### src/rtl/rael_seq_gen.sv
// rael_seq_gen -- start-triggered stimulus sequencer feeding the rael block.
//
// Phase 1 holds rami = MODE1 while ontiveros steps LO_START..LO_END, each value
// held DWELL1 cycles. After GAP_CYC idle cycles, phase 2 holds rami = MODE2
// while ontiveros steps HI_START..HI_END, each value held DWELL2 cycles. A
// single-cycle done pulse closes the sequence.
//
// Ports:
//   clk        in   1  system clock, rising edge
//   reset      in   1  synchronous active-high reset, highest priority
//   start      in   1  begin a sequence (sampled only when idle)
//   hold       in   1  downstream stall; freezes progress, forces valid low
//   ontiveros  out  8  data value to rael
//   rami       out  2  mode select to rael
//   valid      out  1  ontiveros/rami carry a sequence value this cycle
//   busy       out  1  high from first phase-1 cycle to last phase-2 cycle
//   done       out  1  one-cycle pulse after the last phase-2 value
//
// All outputs are registered.
module rael_seq_gen #(
  parameter int unsigned LO_START = 0,
  parameter int unsigned LO_END   = 10,
  parameter int unsigned HI_START = 11,
  parameter int unsigned HI_END   = 20,
  parameter logic [1:0]  MODE1    = 2'b00,
  parameter logic [1:0]  MODE2    = 2'b10,
  parameter int unsigned DWELL1   = 2,
  parameter int unsigned GAP_CYC  = 1,
  parameter int unsigned DWELL2   = 1
) (
  input  logic       clk,
  input  logic       reset,
  input  logic       start,
  input  logic       hold,
  output logic [7:0] ontiveros,
  output logic [1:0] rami,
  output logic       valid,
  output logic       busy,
  output logic       done
);

  typedef enum logic [2:0] {
    IDLE,
    PH1,
    GAP,
    PH2,
    DONE
  } state_t;

  state_t      r_state;
  // One 16-bit counter serves as dwell counter in PH1/PH2 and gap counter in
  // GAP; the phases never overlap, so it is cleared on every phase entry.
  logic [15:0] r_cnt;
  logic [7:0]  r_ont;
  logic [1:0]  r_rami;
  logic        r_valid;
  logic        r_busy;
  logic        r_done;

  localparam logic [15:0] DW1_LAST = 16'(DWELL1 - 1);
  localparam logic [15:0] DW2_LAST = 16'(DWELL2 - 1);
  localparam logic [15:0] GAP_LAST = 16'(GAP_CYC - 1);
  localparam logic [7:0]  LO_S     = 8'(LO_START);
  localparam logic [7:0]  LO_E     = 8'(LO_END);
  localparam logic [7:0]  HI_S     = 8'(HI_START);
  localparam logic [7:0]  HI_E     = 8'(HI_END);

  always_ff @(posedge clk) begin
    if (reset) begin
      r_state <= IDLE;
      r_cnt   <= '0;
      r_ont   <= '0;
      r_rami  <= '0;
      r_valid <= 1'b0;
      r_busy  <= 1'b0;
      r_done  <= 1'b0;
    end else begin
      unique case (r_state)
        IDLE: begin
          r_done <= 1'b0;
          if (start) begin
            r_state <= PH1;
            r_ont   <= LO_S;
            r_rami  <= MODE1;
            r_valid <= 1'b1;
            r_busy  <= 1'b1;
            r_cnt   <= '0;
          end
        end

        PH1: begin
          if (hold) begin
            // Frozen: only valid drops; the stalled cycle is not counted.
            r_valid <= 1'b0;
          end else begin
            r_valid <= 1'b1;
            if (r_cnt == DW1_LAST) begin
              if (r_ont != LO_E) begin
                r_ont <= r_ont + 8'd1;
                r_cnt <= '0;
              end else if (GAP_CYC == 0) begin
                r_state <= PH2;
                r_ont   <= HI_S;
                r_rami  <= MODE2;
                r_cnt   <= '0;
              end else begin
                // ontiveros and rami keep LO_END / MODE1 through the gap.
                r_state <= GAP;
                r_valid <= 1'b0;
                r_cnt   <= '0;
              end
            end else begin
              r_cnt <= r_cnt + 16'd1;
            end
          end
        end

        GAP: begin
          r_valid <= 1'b0;
          if (!hold) begin
            if (r_cnt == GAP_LAST) begin
              r_state <= PH2;
              r_ont   <= HI_S;
              r_rami  <= MODE2;
              r_valid <= 1'b1;
              r_cnt   <= '0;
            end else begin
              r_cnt <= r_cnt + 16'd1;
            end
          end
        end

        PH2: begin
          if (hold) begin
            r_valid <= 1'b0;
          end else begin
            r_valid <= 1'b1;
            if (r_cnt == DW2_LAST) begin
              if (r_ont != HI_E) begin
                r_ont <= r_ont + 8'd1;
                r_cnt <= '0;
              end else begin
                r_state <= DONE;
                r_ont   <= '0;
                r_rami  <= '0;
                r_valid <= 1'b0;
                r_busy  <= 1'b0;
                r_done  <= 1'b1;
                r_cnt   <= '0;
              end
            end else begin
              r_cnt <= r_cnt + 16'd1;
            end
          end
        end

        DONE: begin
          // start in this cycle is deliberately ignored.
          r_state <= IDLE;
          r_done  <= 1'b0;
        end

        default: begin
          r_state <= IDLE;
          r_cnt   <= '0;
          r_ont   <= '0;
          r_rami  <= '0;
          r_valid <= 1'b0;
          r_busy  <= 1'b0;
          r_done  <= 1'b0;
        end
      endcase
    end
  end

  assign ontiveros = r_ont;
  assign rami      = r_rami;
  assign valid     = r_valid;
  assign busy      = r_busy;
  assign done      = r_done;

endmodule

### config.mk
export PLATFORM = sky130hd
export DESIGN_NAME = rael_seq_gen
export DESIGN_NICKNAME = d
export VERILOG_FILES = /design/src/rtl/rael_seq_gen.sv
export SDC_FILE = /design/constraint.sdc
export NUM_CORES = 1
export LEC_CHECK = 0
export BUFFER_PORTS_ARGS = -buffer_cell sky130_fd_sc_hd__buf_2
export CORE_ASPECT_RATIO = 1.75
export CORE_UTILIZATION = 58
export CTS_CLUSTER_SIZE = 16
export DETAILED_ROUTE_END_ITERATION = 6
export PLACE_DENSITY = 0.87
export SETUP_SLACK_MARGIN = 0.05
export SLEW_MARGIN = 0
export SYNTH_ARGS = -nofsm -noshare
export SYNTH_HDL_FRONTEND = slang
export SYNTH_SLANG_ARGS = --single-unit
export TNS_END_PERCENT = 5
### constraint.sdc
create_clock -name clk -period 2.7 [get_ports clk]
set_input_delay 0.54 -clock clk [delete_from_list [all_inputs] [get_ports clk]]
set_output_delay 0.54 -clock clk [all_outputs]
set_load 0.01 [all_outputs]
# Word-level counts from Yosys, hierarchy flattened
# Index checks and enable logic that the tools add are counted.
# Widths: inputs -> output; s select.
[word_totals] n_memories=0 ram_bits=0 latch_bits=0 reg_bits=32 mem_bits_ro=0
[classes] n_reduce_logical=13 bitwise_logic=4 mul=0 n_mux=51 add_sub_neg=2 shift=0 div=0 eq_ne=18 order_cmp=0
[op_table] operator="$mux 16" count=5
[op_table] operator="$mux 8" count=9
[op_table] operator="$pmux 16 s4" count=1
[op_table] operator="$pmux 8 s5" count=1
[op_table] operator="$mux 3" count=9
[op_table] operator="$ne 2x2->1 const B" count=11
[op_table] operator="$reduce_and 9->1" count=2
[op_table] operator="$add 16x1->16 const B" count=1
[op_table] operator="$eq 16x1->1 const B" count=1
[op_table] operator="$logic_not 16->1" count=1
[op_table] operator="$mux 1" count=15
[op_table] operator="$mux 2" count=6
[op_table] operator="$pmux 3 s4" count=1
[op_table] operator="$add 8x1->8 const B" count=1
[op_table] operator="$ne 8x4->1 const B" count=1
[op_table] operator="$ne 8x5->1 const B" count=1
[op_table] operator="$pmux 2 s4" count=1
[op_table] operator="$reduce_and 4->1" count=2
[op_table] operator="$reduce_and 7->1" count=1
[op_table] operator="$eq 3x2->1 const B" count=2
[op_table] operator="$reduce_or 2->1" count=3
[op_table] operator="$pmux 1 s5" count=1
[op_table] operator="$reduce_and 5->1" count=1
[op_table] operator="$not 1->1" count=4
[op_table] operator="7 further kinds" count=7

# Logic depth before layout (Yosys ltp)
[depth] word_depth=5 depth_mapped=10

# Worst setup path after synthesis
# No wires, ideal clock.
[synth_path] path_type="reg2reg" start="reg r_cnt[9]" end="reg r_ont[4] (netlist: ontiveros[4])" setup_slack_ns=0.177 setup_time_ns=0.070 n_path_buf=2 path_stages_with_launch=8 t_arrival_ns=2.453 cell_sequence="dfxtp_1 or4_1 or4_1 buf_2 a21o_1 buf_6 or4_1 a21boi_1"
[synth_via] elab_chain_len=3 elab_cells_between_ends=6 classes_between="eq/ne: 4; reduce/logical: 2"
[synth_lines] item="from (decl)" line="53" source="logic [15:0] r_cnt;"
[synth_lines] item="from (signal assigned)" line="113" source="r_cnt <= r_cnt + 16'd1;"
[synth_lines] item="from (signal assigned)" line="128" source="r_cnt <= r_cnt + 16'd1;"
[synth_lines] item="from (signal assigned)" line="152" source="r_cnt <= r_cnt + 16'd1;"
[synth_lines] item="$eq 16x1->1 / $logic_not 16->1 (equally long branches)" line="97, 121, 138"
[synth_lines] item="$ne 2x2->1 (no line)"
[synth_lines] item="$reduce_and 9->1 (no line) (*)"
[synth_lines] item="to (signal assigned)" line="99" source="r_ont <= r_ont + 8'd1;"
[synth_lines] item="to (signal assigned)" line="140" source="r_ont <= r_ont + 8'd1;"
[synth_lines] item="to (decl)" line="54" source="logic [7:0] r_ont;"
# Mark *: on every way between the ends. The rest lies on a longest branch, timed or not.
# A chain may end at the register's enable or synchronous reset.

# Worst setup path after layout
[layout_path] start="reg r_cnt[10]" end="reg r_ont[0] (netlist: ontiveros[0])"
# Same word-level chain as after synthesis.

==> results_dict.tcl <==
set metrics [dict create \
    status "finished, violations left" \
    violations "design-rule violations" \
    reg2reg_setup_slack_ns 0.14 \
    synthFlopType "dfxtp_1" \
    cts_max_level 2 \
    synthTopCellsByCount "dfxtp_1, nor2_1, nand2_1" \
    gr-total-overflow 0 \
    maxUsedRoutingLayer "met4" \
    start_kind "flip-flop" \
    numCtsBuffers 5 \
    nets 244 \
    root_buffer "clkbuf_8" \
    synth_area_per_cell_um2 8.312 \
    fmax_ghz 0.3901 \
    cts_tree "yes" \
    drt_iter0_drc 99 \
    async_flop_share_pct 0 \
    num_rows 26 \
    cp.arrival_ns 2.74 \
    cp.required_ns 2.88 \
    cts_hold_buf 0 \
    io_buffers 15 \
    synth_fp_nets 223 \
    netlist_top_cells_area "dfxtp_1, xnor2_1, nor2_1" \
    syn_area_um2 1770 \
    track_usage_pct 27.91 \
    antenna_found_initial 0 \
    critPathKind "reg -> reg" \
    p_leak_uw 0.0007531 \
    grt_pass1_wl_mm 6.886 \
    routedLengthMet1_mm 1.604 \
    grt_setup_unrepaired "no" \
    hold_depth 1 \
    min_period_ns 2.564 \
    clock_latency_ns 0.29 \
    min_to "busy$_SDFFE_PP0P_" \
    yosysWarnings 0 \
    worstHoldStart "busy$_SDFFE_PP0P_" \
    clk_pin_slew_ns 0.07 \
    post-route-util_pct 69.53 \
    wl_met2_mm 2.269 \
    synth_seq_cells 31 \
    ys_seq_area_share_pct 35.05 \
    place_congestion 0.8684 \
    slew_headroom_pct 59.58 \
    synth_top_cell_by_area "dfxtp_1" \
    ir_drop_mv 0.3668 \
    netlist.area_leader.share_pct 35.05 \
    die_h_um 75.09 \
    syn_to_final_growth_pct 13.71 \
    cts-resized-gates 0 \
    first_pass_iters 6 \
    worst_pin_slew_ns 0.6000 \
    drive_gt1_share_pct 17.45 \
    die_area_um2 3286 \
    clock-sinks 31 \
    powerDensity_nw_per_um2 542.9 \
    post_cts_buffers 0 \
    synth_edf_count 0 \
    fin_tns_setup_ns 0 \
    vias 1714 \
    r2r-end "ontiveros[0]$_SDFFE_PP0P_" \
    drc 1 \
    wire_per_inst_um 16.03 \
    slew_viol_final 0 \
    initial_utilization_pct 61.15 \
    yosysMostFrequentCell "dfxtp_1" \
    die_x_um 43.77 \
    cp-end-kind "flip-flop" \
    hold_viol 0 \
    drt-total-wl_mm 4.215 \
    synthDistinctLibCells 48 \
    wl_met3_um 157 \
    setup_viol 0 \
    synth_cells 213 \
    rr_worst_depth 5 \
    cap_violations 0 \
    core_um2 2895 \
    final_antenna_net_count 0 \
    period_share_pct 94.95 \
    hpwl_mm 2.998 \
    routed_via_density 6.517 \
    crit_path_max_fanout 14 \
    fin_skew_ns 0.004087 \
    ios 17 \
    diodes 0 \
    worstHoldPathType "reg -> reg" \
    grt_max_degree 17 \
    clockBufferDepth 2 \
    reg2reg_from "r_cnt[10]$_SDFFE_PP0P_" \
    grt_pass1_vias 1598 \
]
==> where the power goes <==
part | total [uW] | internal [uW] | switching (uW) | leakage (uW)
registers | 482 | 471 | 11.5 | 0.000251
clock network | 408 | 232 | 176 | 0.0000515
logic | 203 | 82.0 | 121 | 0.000450
total | 1090 | 785 | 308 | 0.000753
==> how the worst max path moves through the flow <==
stage | from | cells after the start | slack [ns] | endpoint
5_1_grt | r_cnt[9]$_SDFFE_PP0P_ | 5 | 0.02 | ontiveros[0]$_SDFFE_PP0P_
2_1_floorplan | r_cnt[9]$_SDFFE_PP0P_ | 7 | 0.18 | ontiveros[4]$_SDFFE_PP0P_
3_3_place_gp | r_cnt[9]$_SDFFE_PP0P_ | 5 | 0.14 | ontiveros[0]$_SDFFE_PP0P_
3_5_place_dp | r_cnt[9]$_SDFFE_PP0P_ | 5 | 0.10 | ontiveros[1]$_SDFFE_PP0P_
6_report | r_cnt[10]$_SDFFE_PP0P_ | 5 | 0.14 | ontiveros[0]$_SDFFE_PP0P_
4_1_cts | r_cnt[0]$_SDFFE_PP0P_ | 6 | 0.06 | ontiveros[1]$_SDFFE_PP0P_
==> placed cells by master, fill, tap and decap left out, types with 3 or more instances in the layout <==
master / count
a21boi_0: 3
a21boi_1: 3
a21oi_1: 4
a31oi_1: 3
and3_1: 4
buf_2: 15
buf_4: 9
clkbuf_8: 7
dfxtp_1: 30
ha_1: 6
inv_1: 7
nand2_1: 14
nand2b_1: 3
nand3_1: 12
nand4_1: 4
nor2_1: 23
nor2b_1: 3
nor3_1: 8
nor4_1: 10
o21a_1: 3
o31ai_1: 6
or4_1: 11
xnor2_1: 12
xor2_1: 3
==> layer usage <==
metal	global-route usage (%)	vias up
li1	-	826
met1	28.61	808
met2	50.08	58
met3	5.036	22
met4	18.75	0
met5	0	-
==> cells by family after synthesis <==
| family | Yosys count | synth area share, % |
|---|---|---|
| buf+inv | 17 | 4.382 |
| other cells | 1 | 0.2118 |
| simple gates | 108 | 33.85 |
| fa+ha+maj | 6 | 4.240 |
| compound gates | 32 | 13.00 |
| mux | 3 | 1.837 |
| flops | 31 | 35.05 |
| xor+xnor | 15 | 7.421 |
==> area by class of cell <==
class	count	area (um^2)
clock buffer	8	100.1
timing repair buffer	24	142.6
multi-input combinational	165	1087
inverter	7	26.28
tap	28	35.03
sequential	31	621.8
fill	247	882.1
==> critical path, stage by stage, from the launching register on <==
cell,delay (ns)
dfxtp_1,0.36
or4_1,0.53
or4_1,0.57
and2_2,0.31
or3_1,0.40
mux2_2,0.28
==> through the flow <==
step | hold WS [ns] | std cells | instance area (um^2) | power [uW] | worst slack, ns
floorplan | 0.4740 | 213 | 1770 | 628.4 | 0.1771
CTS | 0.4888 | 263 | 1997 | 1083 | 0.06445
detailed placement | 0.4739 | 255 | 1897 | 682.2 | 0.1008
global placement | 0.4436 | 255 | 1897 | 677.3 | 0.1373
finish | 0.4828 | 263 | 2013 | 1093 | 0.1364
global route | 0.5129 | 263 | 2013 | 1139 | 0.02264
==> registers in the layout (all words and copies together) (netlist names) <==
name       cells
r_cnt         16
ontiveros      8
r_state        3
busy           1
done           1
rami           1
valid          1
(Power assumes the default switching activity.)
